[src/rtl/stage_pipe_pkg.sv]
// rtl/stage_pipe_pkg.sv - shared FSM state types, protocol selectors and pointer helper
package stage_pipe_pkg;

  typedef enum logic {IN_IDLE, IN_RTZ} in_state_t;

  typedef enum logic [1:0] {OUT_IDLE, OUT_REQ, OUT_RTZ} out_state_t;

  localparam bit PROTO_2PH = 1'b0;
  localparam bit PROTO_4PH = 1'b1;

  // Pointer increment modulo an arbitrary (non power-of-two) depth.
  function automatic int unsigned wrap_inc(input int unsigned ptr, input int unsigned depth);
    return (ptr + 1 == depth) ? 0 : ptr + 1;
  endfunction

endpackage

[src/rtl/stage_param_pipe_if.sv]
// rtl/stage_param_pipe_if.sv - upstream/downstream handshake channels plus status
interface stage_param_pipe_if #(
  parameter int WIDTH = 3,
  parameter int DEPTH = 3
);
  localparam int CW = $clog2(DEPTH + 1);

  logic             req_in;
  logic             ack_out;
  logic [WIDTH-1:0] data_in;
  logic             req_out;
  logic             ack_in;
  logic [WIDTH-1:0] data_out;
  logic [CW-1:0]    count;
  logic             proto_err;

  modport master (
    output req_in, data_in, ack_in,
    input  ack_out, req_out, data_out, count, proto_err
  );

  modport slave (
    input  req_in, data_in, ack_in,
    output ack_out, req_out, data_out, count, proto_err
  );

endinterface

[src/rtl/stage_param_pipe_hs_sync.sv]
// rtl/stage_param_pipe_hs_sync.sv - STAGES-deep flop synchroniser, wire bypass when STAGES=0
module hs_sync #(
  parameter int STAGES = 2
) (
  input  logic clk,
  input  logic rst_n,
  input  logic d,
  output logic q
);

  generate
    if (STAGES == 0) begin : g_bypass
      assign q = d;
    end else begin : g_chain
      logic [STAGES-1:0] sync_q;
      logic [STAGES-1:0] sync_d;

      always_comb begin
        sync_d    = sync_q << 1;
        sync_d[0] = d;
      end

      always_ff @(posedge clk or negedge rst_n) begin
        if (!rst_n) begin
          sync_q <= '0;
        end else begin
          sync_q <= sync_d;
        end
      end

      assign q = sync_q[STAGES-1];
    end
  endgenerate

endmodule

[src/rtl/stage_param_pipe.sv]
// rtl/stage_param_pipe.sv - parametrised req/ack token pipeline with DEPTH-entry FIFO
// Input and output FSMs share the FIFO; 2-phase or 4-phase selected by FOUR_PHASE.
module stage_param_pipe
  import stage_pipe_pkg::*;
#(
  parameter int WIDTH       = 3,
  parameter int DEPTH       = 3,
  parameter int SYNC_STAGES = 2,
  parameter bit FOUR_PHASE  = 1'b0
) (
  input  logic               clk,
  input  logic               rst,
  stage_param_pipe_if.slave  bus
);

  localparam int CW = $clog2(DEPTH + 1);
  localparam int PW = $clog2(DEPTH);

  logic req_s;
  logic ack_s;

  hs_sync #(.STAGES(SYNC_STAGES)) u_req_sync (
    .clk   (clk),
    .rst_n (rst),
    .d     (bus.req_in),
    .q     (req_s)
  );

  hs_sync #(.STAGES(SYNC_STAGES)) u_ack_sync (
    .clk   (clk),
    .rst_n (rst),
    .d     (bus.ack_in),
    .q     (ack_s)
  );

  logic [WIDTH-1:0] mem_q [DEPTH];
  logic [WIDTH-1:0] mem_d [DEPTH];
  logic [PW-1:0]    wr_ptr_q, wr_ptr_d;
  logic [PW-1:0]    rd_ptr_q, rd_ptr_d;
  logic [CW-1:0]    count_q, count_d;
  logic             ack_out_q, ack_out_d;
  logic             req_out_q, req_out_d;
  logic [WIDTH-1:0] data_out_q, data_out_d;
  logic             proto_err_q, proto_err_d;
  logic             ack_prev_q, ack_prev_d;
  in_state_t        in_state_q, in_state_d;
  out_state_t       out_state_q, out_state_d;

  logic push;
  logic pop;
  logic not_full;
  logic not_empty;
  logic ack_evt;

  always_comb begin
    mem_d       = mem_q;
    wr_ptr_d    = wr_ptr_q;
    rd_ptr_d    = rd_ptr_q;
    count_d     = count_q;
    ack_out_d   = ack_out_q;
    req_out_d   = req_out_q;
    data_out_d  = data_out_q;
    proto_err_d = proto_err_q;
    ack_prev_d  = ack_s;
    in_state_d  = in_state_q;
    out_state_d = out_state_q;
    push        = 1'b0;
    pop         = 1'b0;
    not_full    = (count_q < CW'(DEPTH));
    not_empty   = (count_q != '0);
    // An ack "event" is any edge in 2-phase, only a rising edge in 4-phase.
    ack_evt     = (FOUR_PHASE == PROTO_4PH) ? (ack_s & ~ack_prev_q) : (ack_s ^ ack_prev_q);

    if (FOUR_PHASE == PROTO_4PH) begin
      case (in_state_q)
        IN_IDLE: begin
          if (req_s && not_full) begin
            push       = 1'b1;
            ack_out_d  = 1'b1;
            in_state_d = IN_RTZ;
          end
        end
        IN_RTZ: begin
          if (!req_s) begin
            ack_out_d  = 1'b0;
            in_state_d = IN_IDLE;
          end
        end
        default: in_state_d = IN_IDLE;
      endcase
    end else if ((req_s != ack_out_q) && not_full) begin
      push      = 1'b1;
      ack_out_d = ~ack_out_q;
    end

    case (out_state_q)
      OUT_IDLE: begin
        if (ack_evt) begin
          proto_err_d = 1'b1;
        end else if (not_empty) begin
          data_out_d  = mem_q[rd_ptr_q];
          req_out_d   = (FOUR_PHASE == PROTO_4PH) ? 1'b1 : ~req_out_q;
          out_state_d = OUT_REQ;
        end
      end
      OUT_REQ: begin
        if (FOUR_PHASE == PROTO_4PH) begin
          if (ack_s) begin
            pop         = 1'b1;
            req_out_d   = 1'b0;
            out_state_d = OUT_RTZ;
          end
        end else if (ack_s == req_out_q) begin
          pop         = 1'b1;
          out_state_d = OUT_IDLE;
        end
      end
      OUT_RTZ: begin
        if (ack_evt) begin
          proto_err_d = 1'b1;
        end else if (!ack_s) begin
          out_state_d = OUT_IDLE;
        end
      end
      default: out_state_d = OUT_IDLE;
    endcase

    if (push) begin
      mem_d[wr_ptr_q] = bus.data_in;
      wr_ptr_d        = PW'(wrap_inc(32'(wr_ptr_q), DEPTH));
    end
    if (pop) begin
      rd_ptr_d = PW'(wrap_inc(32'(rd_ptr_q), DEPTH));
    end
    case ({push, pop})
      2'b10:   count_d = count_q + 1'b1;
      2'b01:   count_d = count_q - 1'b1;
      default: count_d = count_q;
    endcase
  end

  always_ff @(posedge clk or negedge rst) begin
    if (!rst) begin
      for (int i = 0; i < DEPTH; i++) begin
        mem_q[i] <= '0;
      end
      wr_ptr_q    <= '0;
      rd_ptr_q    <= '0;
      count_q     <= '0;
      ack_out_q   <= 1'b0;
      req_out_q   <= 1'b0;
      data_out_q  <= '0;
      proto_err_q <= 1'b0;
      ack_prev_q  <= 1'b0;
      in_state_q  <= IN_IDLE;
      out_state_q <= OUT_IDLE;
    end else begin
      mem_q       <= mem_d;
      wr_ptr_q    <= wr_ptr_d;
      rd_ptr_q    <= rd_ptr_d;
      count_q     <= count_d;
      ack_out_q   <= ack_out_d;
      req_out_q   <= req_out_d;
      data_out_q  <= data_out_d;
      proto_err_q <= proto_err_d;
      ack_prev_q  <= ack_prev_d;
      in_state_q  <= in_state_d;
      out_state_q <= out_state_d;
    end
  end

  assign bus.ack_out   = ack_out_q;
  assign bus.req_out   = req_out_q;
  assign bus.data_out  = data_out_q;
  assign bus.count     = count_q;
  assign bus.proto_err = proto_err_q;

endmodule

[src/flat_wrapper.sv]
// flat-port wrapper written by rule: the top's interface ports become plain ports
module stage_param_pipe_flat import stage_pipe_pkg::*;
#(
  parameter int WIDTH       = 3,
  parameter int DEPTH       = 3,
  parameter int SYNC_STAGES = 2,
  parameter bit FOUR_PHASE  = 1'b0
)
  (clk, rst, bus_req_in, bus_data_in, bus_ack_in, bus_ack_out, bus_req_out, bus_data_out, bus_count, bus_proto_err);
  stage_param_pipe_if #(.WIDTH(WIDTH), .DEPTH(DEPTH)) bus_i ();
  input  logic clk;
  input  logic rst;
  input wire logic [$bits(bus_i.req_in)-1:0] bus_req_in;
  input wire logic [$bits(bus_i.data_in)-1:0] bus_data_in;
  input wire logic [$bits(bus_i.ack_in)-1:0] bus_ack_in;
  output wire logic [$bits(bus_i.ack_out)-1:0] bus_ack_out;
  output wire logic [$bits(bus_i.req_out)-1:0] bus_req_out;
  output wire logic [$bits(bus_i.data_out)-1:0] bus_data_out;
  output wire logic [$bits(bus_i.count)-1:0] bus_count;
  output wire logic [$bits(bus_i.proto_err)-1:0] bus_proto_err;
  assign bus_i.req_in = bus_req_in;
  assign bus_i.data_in = bus_data_in;
  assign bus_i.ack_in = bus_ack_in;
  assign bus_ack_out = bus_i.ack_out;
  assign bus_req_out = bus_i.req_out;
  assign bus_data_out = bus_i.data_out;
  assign bus_count = bus_i.count;
  assign bus_proto_err = bus_i.proto_err;
  stage_param_pipe #(.WIDTH(WIDTH), .DEPTH(DEPTH), .SYNC_STAGES(SYNC_STAGES), .FOUR_PHASE(FOUR_PHASE)) u_core (.clk(clk), .rst(rst), .bus(bus_i));
endmodule
[config.mk]
export PLATFORM = sky130hd
export DESIGN_NAME = stage_param_pipe_flat
export DESIGN_NICKNAME = d
export VERILOG_FILES = /design/src/rtl/stage_pipe_pkg.sv /design/src/rtl/stage_param_pipe_if.sv /design/src/rtl/stage_param_pipe_hs_sync.sv /design/src/rtl/stage_param_pipe.sv /design/src/flat_wrapper.sv
export SDC_FILE = /design/constraint.sdc
export NUM_CORES = 1
export LEC_CHECK = 0
export BUFFER_PORTS_ARGS = -buffer_cell sky130_fd_sc_hd__buf_2
export CAP_MARGIN = 20
export CELL_PAD_IN_SITES_DETAIL_PLACEMENT = 0
export CELL_PAD_IN_SITES_GLOBAL_PLACEMENT = 1
export CORE_MARGIN = 4
export CORE_UTILIZATION = 48
export CTS_CLUSTER_DIAMETER = 60
export DETAILED_ROUTE_END_ITERATION = 10
export GPL_TIMING_DRIVEN = 0
export PLACE_DENSITY_LB_ADDON = 0.1
export SLEW_MARGIN = 10
export SYNTH_ARGS = -nofsm -noshare
export SYNTH_HDL_FRONTEND = slang
export SYNTH_HIERARCHICAL = 1
export SYNTH_SLANG_ARGS = --single-unit
[constraint.sdc]
create_clock -name clk -period 2.22 [get_ports clk]
set_input_delay 0.444 -clock clk [delete_from_list [all_inputs] [get_ports clk]]
set_output_delay 0.444 -clock clk [all_outputs]
set_load 0.01 [all_outputs]
* Yosys cells after proc, flatten, opt, wreduce, memory -nomap -nowiden
Cells that the tools add are included.
Storage, ports and cells: bits in read-only memories 0, flip-flop bits (word level) 28, input port bits 7, logic and storage cells 68, bits in writable memories 0, memories kept 0, latch bits 0, output and inout port bits 8
Cells by class: reduce and logical (&&, ||, !) cells 9, order comparisons 4, eq/ne operators 13, shift-type cells 0, add/subtract/negate cells 4, $mul 0, bitwise operators 6, divide/modulo/power cells 0, mux-type cells 18
Operators by type and width (number):
- 2-bit two-way mux | 7
- 9-bit bitwise mux | 1
- 3-bit two-way mux | 3
- 2-bit by 1-bit adder with 3-bit output, second input constant | 2
- 3-bit binary-select mux with 2-bit select | 1
- 3-bit demux with 2-bit select | 1
- 3-bit by 2-bit equality test with 1-bit output, second input constant | 2
- 3-bit >= comparator, second input constant | 2
- 2-bit inequality test, second input constant | 3
- 2-bit NOT with 3-bit output | 2
- 2-bit one-hot mux with 3 select lines | 1
- 5-bit AND reduction | 1
- 2-bit by 1-bit equality test with 1-bit output, second input constant | 2
- 2-bit equality test, second input constant | 2
- 2-bit by 1-bit inequality test with 1-bit output, second input constant | 2
- 2-bit one-hot mux with 2 select lines | 1
- 2-bit nonzero test | 2
- 3-bit by 1-bit less-than comparator with 1-bit output, second input constant | 1
- 1-bit two-way mux | 3
- 1-bit NOT | 3
- 3-bit AND reduction | 1
- 2-bit by 1-bit adder with 2-bit output, second input constant | 1
- 1-bit logical AND | 2
- 2-bit logical NOT | 1
- 7 further kinds | 7

* Longest topological paths before layout
depth after elaboration 6, gate-level depth with buffers 6, depth with buffers taken out 6

* By module
The synthesis kept the hierarchy.
Modules (own cells, without submodules):
- stage_param_pipe | cells an instance 72, sequential area each 575.6 um^2, instances 1, area each 1008.5 um^2
- hs_sync | cells an instance 2, sequential area each 50.0 um^2, instances 2, area each 50.0 um^2

* Least setup slack after synthesis
No wires, ideal clock.
path type reg2reg, start point register u_core.req_out_q, in the netlist u_core/bus.req_out, end point register u_core.count_q[1], in the netlist u_core/bus.count[1], clock period less this slack 1.440 ns, path slack 0.780 ns, data required time 2.141 ns, path buffers 0, setup time 0.079 ns, cell stages (with the launch flop) 6, arrival time 1.361 ns, path through dfrtp_1 xnor2_1 and2_1 ha_1 nor2_1 xor2_1
Between the ends: longest elaborated chain between the ends 5, elaborated cells on any way between the ends 7, those cells by class eq/ne: 3; mux: 3; reduce/logical: 1
RTL lines:
- start, declared | RTL line stage_param_pipe.sv:42 | logic req_out_q, req_out_d;
- start signal, assigned | RTL line stage_param_pipe.sv:163 | req_out_q <= req_out_d;
- 1-bit equality test (*) | RTL line stage_param_pipe.sv:113 | end else if (ack_s == req_out_q) begin
- 1-bit two-way mux (*) | RTL line stage_param_pipe.sv:113
- 1-bit two-way mux (*) | RTL line stage_param_pipe.sv:96 | case (out_state_q)
- named net u_core.pop | RTL line stage_param_pipe.sv:50 | logic pop;
- 2-bit by 1-bit equality test with 1-bit output or 2-bit equality test (tied branches) | RTL line stage_param_pipe.sv:135 | case ({push, pop})
- 2-bit one-hot mux with 2 select lines or 2-bit nonzero test (tied branches)
- end signal, assigned | RTL line stage_param_pipe.sv:161 | count_q <= count_d;
- end, declared | RTL line stage_param_pipe.sv:40 | logic [CW-1:0] count_q, count_d;
The timed path passes the listed nets; every way through them passes the cells marked *. A chain may end at the register's enable or synchronous reset.

* Worst setup path in the final report
start point register u_core.u_ack_sync.g_chain.sync_q[1], end point register u_core.count_q[1], in the netlist u_core/bus.count[1]
Between the ends: longest elaborated chain between the ends 5, elaborated cells on any way between the ends 7, those cells by class eq/ne: 3; mux: 3; reduce/logical: 1
RTL lines:
- start, declared | RTL line stage_param_pipe_hs_sync.sv:15 | logic [STAGES-1:0] sync_q;
- start signal, assigned | RTL line stage_param_pipe_hs_sync.sv:27 | sync_q <= sync_d;
- 1-bit equality test (*) | RTL line stage_param_pipe.sv:113
- 1-bit two-way mux (*) | RTL line stage_param_pipe.sv:113
- 1-bit two-way mux (*) | RTL line stage_param_pipe.sv:96
- named net u_core.pop | RTL line stage_param_pipe.sv:50
- 2-bit by 1-bit equality test with 1-bit output or 2-bit equality test (tied branches) | RTL line stage_param_pipe.sv:135
- 2-bit one-hot mux with 2 select lines or 2-bit nonzero test (tied branches)
Marked as above.

==> impl_metrics.env <==
export IMPL_dp_cells=118
export IMPL_synth_cell_types=23
export IMPL_drt_iter0_markers=10
export IMPL_clk_path_buf_depth=2
export IMPL_track_usage_pct=13.1
export IMPL_fillers=200
export IMPL_maxSlewViolCount=0
export IMPL_p_leak_nw=0.561
export IMPL_cts_tree="built"
export IMPL_routabilityCongestion=0.711
export IMPL_p_comb_share_pct=40.2
export IMPL_p_per_area_nw_per_um2=1420
export IMPL_wl_per_cell_um=14.3
export IMPL_final_common_cell="dfrtp_1"
export IMPL_syn_inst=76
export IMPL_cts_reportedPaths_clkPinSlew_ns=0.14
export IMPL_clockRootBuffer="clkbuf_4"
export IMPL_fp_row_count=17
export IMPL_critPathKind="register to register"
export IMPL_synth_seq_cells=27
export IMPL_hold_viol_final=0
export IMPL_ir_drop_uv=692
export IMPL_avgSynthCellArea_sq_um=14.6
export IMPL_p_sw_share_pct=35.2
export IMPL_cp_end_kind="register"
export IMPL_numPortBuffers=14
export IMPL_core_area_sq_um=2210
export IMPL_cts_setup_buffers=0
export IMPL_p_clk_share_pct=12.0
export IMPL_synth_area_sq_um=1110
export IMPL_post_dp_cell_area_sq_um=1210
export IMPL_instances_no_fill=122
export IMPL_dieArea_sq_um=3140
export IMPL_chipWidth_um=56.1
export IMPL_cp_required_ns=2.48
export IMPL_drv_cap=0
export IMPL_antenna_cells=0
export IMPL_synth_largest_area_cell="dfrtp_1"
export IMPL_nets=103
export IMPL_fin_skew_ns=0.00240
export IMPL_grt_pass1_vias=686
export IMPL_cts_resized=0
export IMPL_hp_class="input port to asynchronous set/reset pin"
export IMPL_drcViolationCount=0
export IMPL_status="complete, no violations"
export IMPL_numCtsBuffers=3
export IMPL_first_pass_iters=4
export IMPL_maxSlewHeadroom_pct=61.6
export IMPL_rsz0062_at_grt="false"
export IMPL_finalSetupViolCount=0
export IMPL_overflow=0
export IMPL_netlist_area_leader_share_pct=60.9
export IMPL_initial_core_util_pct=50.1
export IMPL_layout_common_cells="27 x dfrtp_1, 14 x buf_2, 13 x mux2_2"
export IMPL_switchingPower_mw=0.619
export IMPL_p_int_mw=1.14
export IMPL_crit_fanout=4
export IMPL_insertion_delay_ns=0.32
export IMPL_cp_start_kind="register"
export IMPL_cts_hold_buf=0
export IMPL_drive_gt1_share_pct=38.3
export IMPL_ys_warn_count=6
export IMPL_seqPwrFrac_pct=47.8
export IMPL_setup_tns_ns=0
export IMPL_grt_max_degree=28
export IMPL_syn_num_nets=84
export IMPL_final_core_util_pct=56.1
export IMPL_finalCritPeriodShare_pct=71.5
export IMPL_cts_max_level=1
export IMPL_areaGrowthSynthToFinish_pct=12.0
export IMPL_ios=15
export IMPL_yosysSeqAreaShare_pct=60.9
export IMPL_hpwl_mm=1.27
export IMPL_drtAntennaViolNets=0
export IMPL_cp_arrival_ns=1.85
export IMPL_period_minus_slack_ns=1.59
export IMPL_fp_dieH_um=56.1
export IMPL_via_count=621
export IMPL_viasPerCell=5.09
export IMPL_design_area_sq_um=1240
export IMPL_synthTopCellsByArea="dfrtp_1 61%, mux2_2 13%, mux2i_1 3.6%"
export IMPL_cts_sinks=27
export IMPL_antenna_found_initial=0
export IMPL_fmaxAchievable_mhz=630
export IMPL_grt_pass1_wl_mm=3.08
export IMPL_worst_pin_slew_ns=0.576
export IMPL_routed_wirelength_mm=1.75
## through the flow
stage / hold slack (ns) / setup WS (ns) / power [mW]
after floorplan: 0.148 / 0.780 / 1.37
after global placement: 0.332 / 0.674 / 1.54
after detailed placement: 0.337 / 0.650 / 1.57
after CTS: 0.101 / 0.615 / 1.78
after global routing: 0.111 / 0.485 / 1.91
final: 0.0951 / 0.632 / 1.76
## final cells by class
| cell class | count | area [sq um] | area share (%) |
|---|---|---|---|
| Sequential cell | 27 | 676 | 54.4 |
| Tap cell | 28 | 35.0 | 2.82 |
| Clock inverter | 1 | 5.00 | 0.403 |
| Buffer | 1 | 3.75 | 0.302 |
| Inverter | 2 | 7.51 | 0.605 |
| Timing Repair Buffer | 14 | 70.1 | 5.65 |
| Clock buffer | 3 | 22.5 | 1.81 |
| Multi-Input combinational cell | 46 | 422 | 34.0 |
## cell usage after synthesis
library cell and count:
a21o_1 1, nor3_4 1, o21ai_0 1, nor2b_1 1
o2bb2ai_1 3, inv_1 2, mux2i_1 4, nand3_1 2
xnor2_1 3, nand4b_1 1, nor2_1 3, clkbuf_1 1
a21bo_2 2, nand4b_2 1, xor2_2 1, nand4_1 1
mux2_2 13, ha_1 1, and2_1 1, o21bai_1 1
nand2_1 2, xor2_1 3, dfrtp_1 27
## registers in the layout, summed over array words and instances (netlist names)
signal	cells
u_core/u_ack_sync/g_chain.sync_q	2
u_core/bus.ack_out	1
u_core/rd_ptr_q	2
u_core/u_req_sync/g_chain.sync_q	2
u_core/mem_q	9
u_core/out_state_q	1
u_core/bus.req_out	1
u_core/bus.proto_err	1
u_core/ack_prev_q	1
u_core/bus.count	2
u_core/bus.data_out	3
u_core/wr_ptr_q	2
## logic make-up after synthesis
logic type               count (synthesis)  share of synthesized area, %
multiplexers                            17                          16.8
buffers and inverters                    3                          1.02
AND/OR/NAND/NOR                         13                          7.90
AO/OA/AOI/OAI                            8                          5.98
XOR/XNOR                                 7                          6.21
adder cells (fa/ha/maj)                  1                          1.13
flip-flops                              27                          60.9
## worst paths after layout
kind                       slack [ns]                           startpoint  cells past startpoint                                  end
setup / recovery                 0.63  u_core/u_ack_sync/g_chain.sync_q[1]                      5                  u_core/bus.count[1]
hold / removal                    0.1                                  rst                      1  u_core/u_req_sync/g_chain.sync_q[1]
setup reg to reg                 0.63  u_core/u_ack_sync/g_chain.sync_q[1]                      5                  u_core/bus.count[1]
hold reg to reg                  0.37  u_core/u_ack_sync/g_chain.sync_q[0]                      0  u_core/u_ack_sync/g_chain.sync_q[1]
max in group asynchronous        1.75                                  rst                      1                      u_core/mem_q[2]
min in group clk                 0.21                           bus_ack_in                      1  u_core/u_ack_sync/g_chain.sync_q[0]
## critical path: stages, from the launching register on
cell and delay [ns]:
dfrtp_1 0.44, xnor2_1 0.31, and2_1 0.22, ha_1 0.26
nor2_1 0.14, xor2_1 0.16
## layer usage
metal	routed length [um]	track usage (%)
met5	0	0
met4	42	9.15
met3	69	2.55
met2	814	20.0
met1	822	16.6
## power groups by stage
stage	clock network [mW]	registers, mW	logic (mW)
2_1_floorplan	0	0.854	0.513
3_3_place_gp	0	0.840	0.697
3_5_place_dp	0	0.853	0.713
4_1_cts	0.221	0.843	0.717
5_1_grt	0.250	0.873	0.783
6_report	0.211	0.840	0.706
Note: power is estimated with default switching activity, not from simulation.
